===== src/rtl/fb_rect_writer.sv =====
// Rectangle fill engine for a square frame buffer with a stride of 2^LINE_LOG2 pixels.
// The rectangle is clipped at the right and bottom edges, then written one pixel per accepted cycle in raster order.
module fb_rect_writer #(
  parameter int LINE_LOG2 = 6,
  parameter int ADDR_W    = 12,
  parameter int DATA_W    = 12
) (
  input  logic                 clk,
  input  logic                 rst_n,
  input  logic                 start,
  input  logic [LINE_LOG2-1:0] x0,
  input  logic [LINE_LOG2-1:0] y0,
  input  logic [LINE_LOG2:0]   w,
  input  logic [LINE_LOG2:0]   h,
  input  logic [DATA_W-1:0]    color,
  input  logic                 wr_ready,
  output logic                 we,
  output logic [ADDR_W-1:0]    waddr,
  output logic [DATA_W-1:0]    wdata,
  output logic                 busy,
  output logic                 done
);

  typedef enum logic [1:0] {IDLE = 2'd0, RUN = 2'd1, DONE = 2'd2} state_t;

  localparam logic [LINE_LOG2:0] LINE_N = {1'b1, {LINE_LOG2{1'b0}}};

  state_t                 state_q, state_d;
  logic [LINE_LOG2-1:0]   col_q, col_d, row_q, row_d;
  logic [LINE_LOG2-1:0]   x0_q, x0_d, xe_q, xe_d, ye_q, ye_d;
  logic [DATA_W-1:0]      color_q, color_d;
  logic                   we_q, we_d, busy_q, busy_d, done_q, done_d;
  logic [ADDR_W-1:0]      waddr_q, waddr_d;
  logic [DATA_W-1:0]      wdata_q, wdata_d;

  logic [LINE_LOG2:0]     rem_x_s, rem_y_s, ew_s, eh_s;

  // Clip extents against the remaining room to the right/bottom edge (7-bit compare, no wrap).
  always_comb begin
    rem_x_s = LINE_N - {1'b0, x0};
    rem_y_s = LINE_N - {1'b0, y0};
    ew_s    = (w < rem_x_s) ? w : rem_x_s;
    eh_s    = (h < rem_y_s) ? h : rem_y_s;
  end

  // Next-state, counters and registered-output next values.
  always_comb begin
    state_d = state_q;
    col_d   = col_q;
    row_d   = row_q;
    x0_d    = x0_q;
    xe_d    = xe_q;
    ye_d    = ye_q;
    color_d = color_q;
    case (state_q)
      IDLE: begin
        if (start) begin
          x0_d    = x0;
          color_d = color;
          col_d   = x0;
          row_d   = y0;
          // Inclusive last column/row; only meaningful when the extent is non-zero.
          xe_d    = x0 + ew_s[LINE_LOG2-1:0] - {{(LINE_LOG2-1){1'b0}}, 1'b1};
          ye_d    = y0 + eh_s[LINE_LOG2-1:0] - {{(LINE_LOG2-1){1'b0}}, 1'b1};
          if ((ew_s == '0) || (eh_s == '0)) begin
            state_d = DONE;
          end else begin
            state_d = RUN;
          end
        end else begin
          state_d = IDLE;
        end
      end
      RUN: begin
        if (wr_ready) begin
          if (col_q == xe_q) begin
            if (row_q == ye_q) begin
              state_d = DONE;
            end else begin
              col_d = x0_q;
              row_d = row_q + {{(LINE_LOG2-1){1'b0}}, 1'b1};
            end
          end else begin
            col_d = col_q + {{(LINE_LOG2-1){1'b0}}, 1'b1};
          end
        end else begin
          state_d = RUN;
        end
      end
      DONE: begin
        state_d = IDLE;
      end
      default: begin
        state_d = IDLE;
      end
    endcase

    we_d    = (state_d == RUN);
    busy_d  = (state_d != IDLE);
    done_d  = (state_d == DONE);
    if (state_d == RUN) begin
      waddr_d = ADDR_W'({row_d, col_d});
      wdata_d = color_d;
    end else begin
      waddr_d = waddr_q;
      wdata_d = wdata_q;
    end
  end

  // State and output registers with synchronous active-low reset.
  always_ff @(posedge clk) begin
    if (!rst_n) begin
      state_q <= IDLE;
      col_q   <= '0;
      row_q   <= '0;
      x0_q    <= '0;
      xe_q    <= '0;
      ye_q    <= '0;
      color_q <= '0;
      we_q    <= 1'b0;
      waddr_q <= '0;
      wdata_q <= '0;
      busy_q  <= 1'b0;
      done_q  <= 1'b0;
    end else begin
      state_q <= state_d;
      col_q   <= col_d;
      row_q   <= row_d;
      x0_q    <= x0_d;
      xe_q    <= xe_d;
      ye_q    <= ye_d;
      color_q <= color_d;
      we_q    <= we_d;
      waddr_q <= waddr_d;
      wdata_q <= wdata_d;
      busy_q  <= busy_d;
      done_q  <= done_d;
    end
  end

  assign we    = we_q;
  assign waddr = waddr_q;
  assign wdata = wdata_q;
  assign busy  = busy_q;
  assign done  = done_q;

endmodule

===== config.mk =====
export PLATFORM = sky130hd
export DESIGN_NAME = fb_rect_writer
export DESIGN_NICKNAME = d
export VERILOG_FILES = /design/src/rtl/fb_rect_writer.sv
export SDC_FILE = /design/constraint.sdc
export NUM_CORES = 1
export LEC_CHECK = 0
export ABC_CLOCK_PERIOD_IN_PS = 11250
export CAP_MARGIN = 30
export CORE_ASPECT_RATIO = 0.9
export CORE_MARGIN = 2
export CORE_UTILIZATION = 61
export CTS_BUF_LIST = sky130_fd_sc_hd__clkbuf_4 sky130_fd_sc_hd__clkbuf_8
export CTS_CLUSTER_SIZE = 25
export DETAILED_ROUTE_END_ITERATION = 8
export PLACE_DENSITY = 0.95
export SLEW_MARGIN = 20
export SYNTH_ARGS = -nofsm -noshare
export SYNTH_HDL_FRONTEND = slang
export SYNTH_SLANG_ARGS = --single-unit

===== constraint.sdc =====
create_clock -name clk -period 11.25 [get_ports clk]
set_input_delay 1.6875 -clock clk [delete_from_list [all_inputs] [get_ports clk]]
set_output_delay 1.6875 -clock clk [all_outputs]
set_load 0.05 [all_outputs]

### Word-level counts from Yosys, hierarchy flattened

Cells that the tools add are included.
W data, S select, Z words.

* add/subtract/negate cells: 8
* $lt $le $gt $ge: 2
* eq/ne operators: 5
* multiplexer cells: 20
* reductions and logical operators: 6

Operator list (count)
* $mux W6: 8
* $mux W12: 2
* $pmux W6 S2: 2
* $logic_not A7 Y1: 2
* $lt A7 B7 Y1: 2
* $mux W7: 2
* $sub A7 B6 Y7 const A: 2
* $add A6 B1 Y6 const B: 2
* $add A6 B6 Y6: 2
* $eq A6 B6 Y1: 2
* $sub A6 B1 Y6 const B: 2
* $mux W2: 5
* $eq A2 B1 Y1 const B: 2
* $pmux W2 S2: 1
* $eq A2 B2 Y1 const B: 1
* $logic_not A2 Y1: 1
* $reduce_and A2 Y1: 1
* $reduce_bool A2 Y1: 1
* $logic_or A1 B1 Y1: 1

* flip-flop bits (word level): 71
* bits of input ports: 42
* output and inout bits: 27

### Depth between registers and ports, before layout

* depth in word-level cells: 9
* mapped depth: 22
* gate-level depth less buffers: 22

### Worst setup path before layout

No wires, ideal clock.

* path type: input to register
* start: input x0[0]
* end: register xe_q[5]
* library setup time: 0.086 ns
* arrival: 5.217 ns
* data required time: 11.164 ns
* path slack: 5.948 ns
* cell stages on the path: 22
* buffers on the path: 0
* cell sequence: inv_1 ha_1 xnor2_1 inv_1 ha_1 nand2_1 o21ai_0 a21oi_1 o31ai_4 mux2_4 inv_1 ha_1 inv_1 ha_1 inv_1 fa_1 inv_1 a21o_1 a21oi_1 xnor2_1 xnor2_1 a211oi_1

* cells in the longest elaborated chain, start to end: 5

RTL lines
* start, declared: line 11 `input logic [LINE_LOG2-1:0] x0,`
* $sub A7 B6 Y7: line 40 `rem_x_s = LINE_N - {1'b0, x0};`
* $lt A7 B7 Y1: line 42 `ew_s = (w < rem_x_s) ? w : rem_x_s;`
* $mux W7: line 42
* $add A6 B6 Y6 *: line 63 `xe_d = x0 + ew_s[LINE_LOG2-1:0] - {{(LINE_LOG2-1){1'b0}}, 1'b1};`
* $sub A6 B1 Y6 *: line 63
* end signal, assigned: line 117 `xe_q <= '0;`
* end signal, assigned: line 130 `xe_q <= xe_d;`
* end, declared: line 30 `logic [LINE_LOG2-1:0] x0_q, x0_d, xe_q, xe_d, ye_q, ye_d;`

Every way passes the cells marked *; elsewhere a longest branch is shown, timed or not.
A chain may end at the register's enable or synchronous reset.

### Worst setup path in the final report

* start: input x0[0]
* end: register wdata_q[5], in the netlist wdata[5]

* cells in the longest elaborated chain, start to end: 9

RTL lines
* $sub A7 B6 Y7 *: line 40
* $lt A7 B7 Y1: line 42
* $mux W7 *: line 42
* $logic_not A7 Y1 *: line 65 `if ((ew_s == '0) || (eh_s == '0)) begin`
* $logic_or A1 B1 Y1 *: line 65
* $mux W2 *: line 65
* $mux W2 *: line 57 `if (start) begin`
* $pmux W2 S2 *: line 55 `case (state_q)`
* $eq A2 B1 Y1 *: line 101 `if (state_d == RUN) begin`
* end signal, assigned: line 135 `wdata_q <= wdata_d;`
* end, declared: line 34 `logic [DATA_W-1:0] wdata_q, wdata_d;`

Marks and branches as above.

==> results.md <==
* P_leak at approximately 2.4 nW
* Dpl cells at slightly below 700
* H-tree depth at 3
* Post-synth EDFFs at 0
* FF+latch count, synth at 71
* Worst path depth at 15
* Vias at between 4,000 and 5,000
* Peak supply drop at approximately 67 µV
* Mapped cell area at between 4000 and 5000 µm²
* CTS Sinks at about 70
* Antenna Nets Post-Route at 0
* Slowest CP cell: clkdlybuf4s50_1
* Final core occ at 0.765
* Status: completed
* Remaining global-route overflow at 0
* Number of gates resized after CTS at 0
* Share of layout cells above drive strength 1 at 0.0992
* Most used flip-flop cell after synthesis: dfxtp_1
* Least-Margin Pin Slew at roughly 630 ps
* Core area at between 7000 and 8000 µm²
* Bufs and invs on worst path at 4
* Num rows at 29
* Num CTS Buffers at 9
* GPL Wtd Cong at ~0.95
* Total Wirelength at around 12,000 µm
* Worst Setup Start Kind: primary input
* CP endpoint kind: flip-flop
* Dpl hpwl at just under 9000 µm
* Setup Viol. Count Final at 0
* Critical Path Max Stage Delay at 600 ps
* Die width at 95.2 µm
* Top cells by area, synth: dfxtp_1 31%, ha_1 8.8%, nand2_1 6.1%, a21oi_1 5.3%, mux2i_1 4.6%
* Gr usage total at 0.300
* Die Y at ~86 µm
* Worst hold stages at 2
* First-pass GRT wire length at between 15,000 and 20,000 µm
* Area of the die at 8200 µm²
* Min-Delay Path Class: reg -> reg
* Fin Setup TNS at 0 ps
* Cell taking the most area after synthesis: dfxtp_1
* Fin crit share at 0.548
* First drt pass iteration count at 5
* Number of top-level pins at a little under 70
* Clock Latency Late Sink at about 360 ps
* CTS hold repair buffers at 0
* Area Overhead vs Synth at 19.6%
* Non-filler cells, final at between 600 and 700
* Avg Cell Area, Syn at roughly 8.5 µm²
* PortBufs at 68
* Residual DRC count at 0
* Async S/R FF share, synth at 0
* Post-CTS Setup Bufs at 0
* Vias in the first global route at 4,001
* CTS tree: built
* Largest net degree at the start of global routing at 41
* Net count after synthesis at roughly 620
* # diodes at 0
* Critical path class: in -> reg
* Fin. Hold Viols at 0
* Netlist cell types at a little over 60
* Worst Reg-to-Reg Cells at 8
* Worst-path clk slew at around 90 ps
* Maximum fanout along the worst path at 18
* Share of the synthesized area in the top cell type at 0.311
* Initial antenna violation count at 0
* Starting Density at 0.639
* Slew HR at 0.580
* Clock Skews at between 10 and 15 ps
* Crit path max-delay family: compound AO/OA/AOI/OAI gates
* Initial DRC Count at between 400 and 500
* Layout Nets at 676
* P per Cell Area at between 100 and 150 nW/µm²
* Ys Warns at 0
* Power Total at roughly 0.77 mW
* DR vias/cell at about 6
* Routed length per instance at around 17 µm
* CTS Root Cell: clkbuf_8
* Achievable Freq at 162 MHz
* Final hold slack at ~460 ps
* Total of max-cap violations at 0
* Worst EP required at 11,500 ps
* CTS max path bufs at 2
* Clock period minus worst slack at between 6000 and 7000 ps
* Worst path cell trace: clkdlybuf4s50_1 > inv_1 > ha_1 > xnor2_1 > inv_1 > ha_1 > nand2_1 > o21ai_0 > nor2_1 > o31ai_4 > mux2_4 > o41ai_2 > o21ba_1 > buf_4 > mux2_4
* Worst endpoint data arrival time at about 6400 ps
* Post-synthesis cell count at between 500 and 600
* RSZ-0062 raised after global routing: false
* Final slew viol count at 0
* Sequential area share after synthesis at 0.311
## routing by layer
| metal | vias up | track usage | part of all wire |
|---|---|---|---|
| li1 | 1979 | - | - |
| met1 | 2011 | 0.386 | 0.40 |
| met2 | 230 | 0.500 | 0.48 |
| met3 | 34 | 0.0475 | 0.089 |
| met4 | 0 | 0.119 | 0.028 |
| met5 | - | 0 | 0 |
## synth_stat cells, types with 12 or more instances
library cell  count
xnor2_1          22
nor2_1           24
mux2i_1          21
inv_1            50
nand2_1          74
a21oi_1          48
o21ai_0          20
mux2_4           12
dfxtp_1          71
ha_1             32
and2_1           19
clkbuf_1         19
## logic make-up (layout without fill, tap and decap cells)
kind of cell,count (synthesis),in the layout,share of synthesized area
fa+ha+maj,36,36,0.101
simple gates,167,167,0.176
xor+xnor,32,32,0.0613
buf+inv,76,141,0.0712
mux,42,42,0.108
compound gates,116,116,0.172
flops,71,71,0.311
## sequential cells by signal, indices dropped and copies added, names as in the netlist
| name | flops |
|---|---|
| busy | 1 |
| xe_q | 6 |
| waddr | 12 |
| x0_q | 6 |
| col_q | 6 |
| state_q | 2 |
| we | 1 |
| done | 1 |
| color_q | 12 |
| ye_q | 6 |
| row_q | 6 |
| wdata | 12 |
## worst paths after layout
check / start / endpoint / slack [ps]
setup / recovery: x0[0] / wdata[5]$_SDFFE_PN0N_ / 5090
hold / removal: x0_q[1]$_SDFFE_PN0P_ / x0_q[1]$_SDFFE_PN0P_ / 460
hold reg to reg: x0_q[1]$_SDFFE_PN0P_ / x0_q[1]$_SDFFE_PN0P_ / 460
setup reg to reg: row_q[1]$_SDFF_PN0_ / wdata[5]$_SDFFE_PN0N_ / 8190
## layout make-up
| type | count | area, µm² |
|---|---|---|
| multi-input combinational | 393 | 2820 |
| clock inverter | 6 | 43.8 |
| timing repair buffer | 74 | 733 |
| clock buffer | 10 | 138 |
| inverter | 51 | 191 |
| fill | 461 | 1680 |
| sequential | 71 | 1420 |
| tap | 93 | 116 |
## worst register-to-register path, cell delays in order, from the launching register on
cell     delay [ps]
dfxtp_1         460
xnor2_1         170
nand4_1         160
nor3_1          500
and3_1          330
nor2_1           60
o21ba_1         540
buf_4           400
mux2_4          340
## placed cells by master (no fill, tap or decap), drive strengths merged, types with 2 or more instances in the layout
master         instances
a211oi                 6
a21o                   6
a21oi                 48
a221oi                 6
a22oi                  3
a31oi                  4
and2                  20
and3                   5
buf                    6
clkbuf                10
clkdlybuf4s50         68
clkinv                 4
dfxtp                 71
fa                     2
ha                    32
inv                   52
maj3                   2
mux2                  21
mux2i                 21
nand2                 74
nand2b                 6
nand3                  8
nand3b                 2
nand4                  3
nor2                  24
nor3                  11
nor3b                  5
nor4                   4
o211ai                 3
o21ai                 21
o221ai                 2
o22ai                  4
o31ai                  2
or2                    2
xnor2                 22
xor2                  10
## metrics by stage
| stage | cell area (µm²) | worst slack [ps] |
|---|---|---|
| 2_1_floorplan | 4570 | 5950 |
| 3_3_place_gp | 5260 | 5130 |
| 3_5_place_dp | 5260 | 4790 |
| 4_1_cts | 5440 | 5150 |
| 5_1_grt | 5470 | 4760 |
| 6_report | 5470 | 5090 |
## report_power, final
group | switching [mW] | total [mW] | internal (mW)
sequential | 0.0227 | 0.300 | 0.277
clock | 0.102 | 0.189 | 0.0867
combinational | 0.160 | 0.277 | 0.117
total | 0.285 | 0.766 | 0.481
Note: power is estimated with default switching activity, not from simulation.
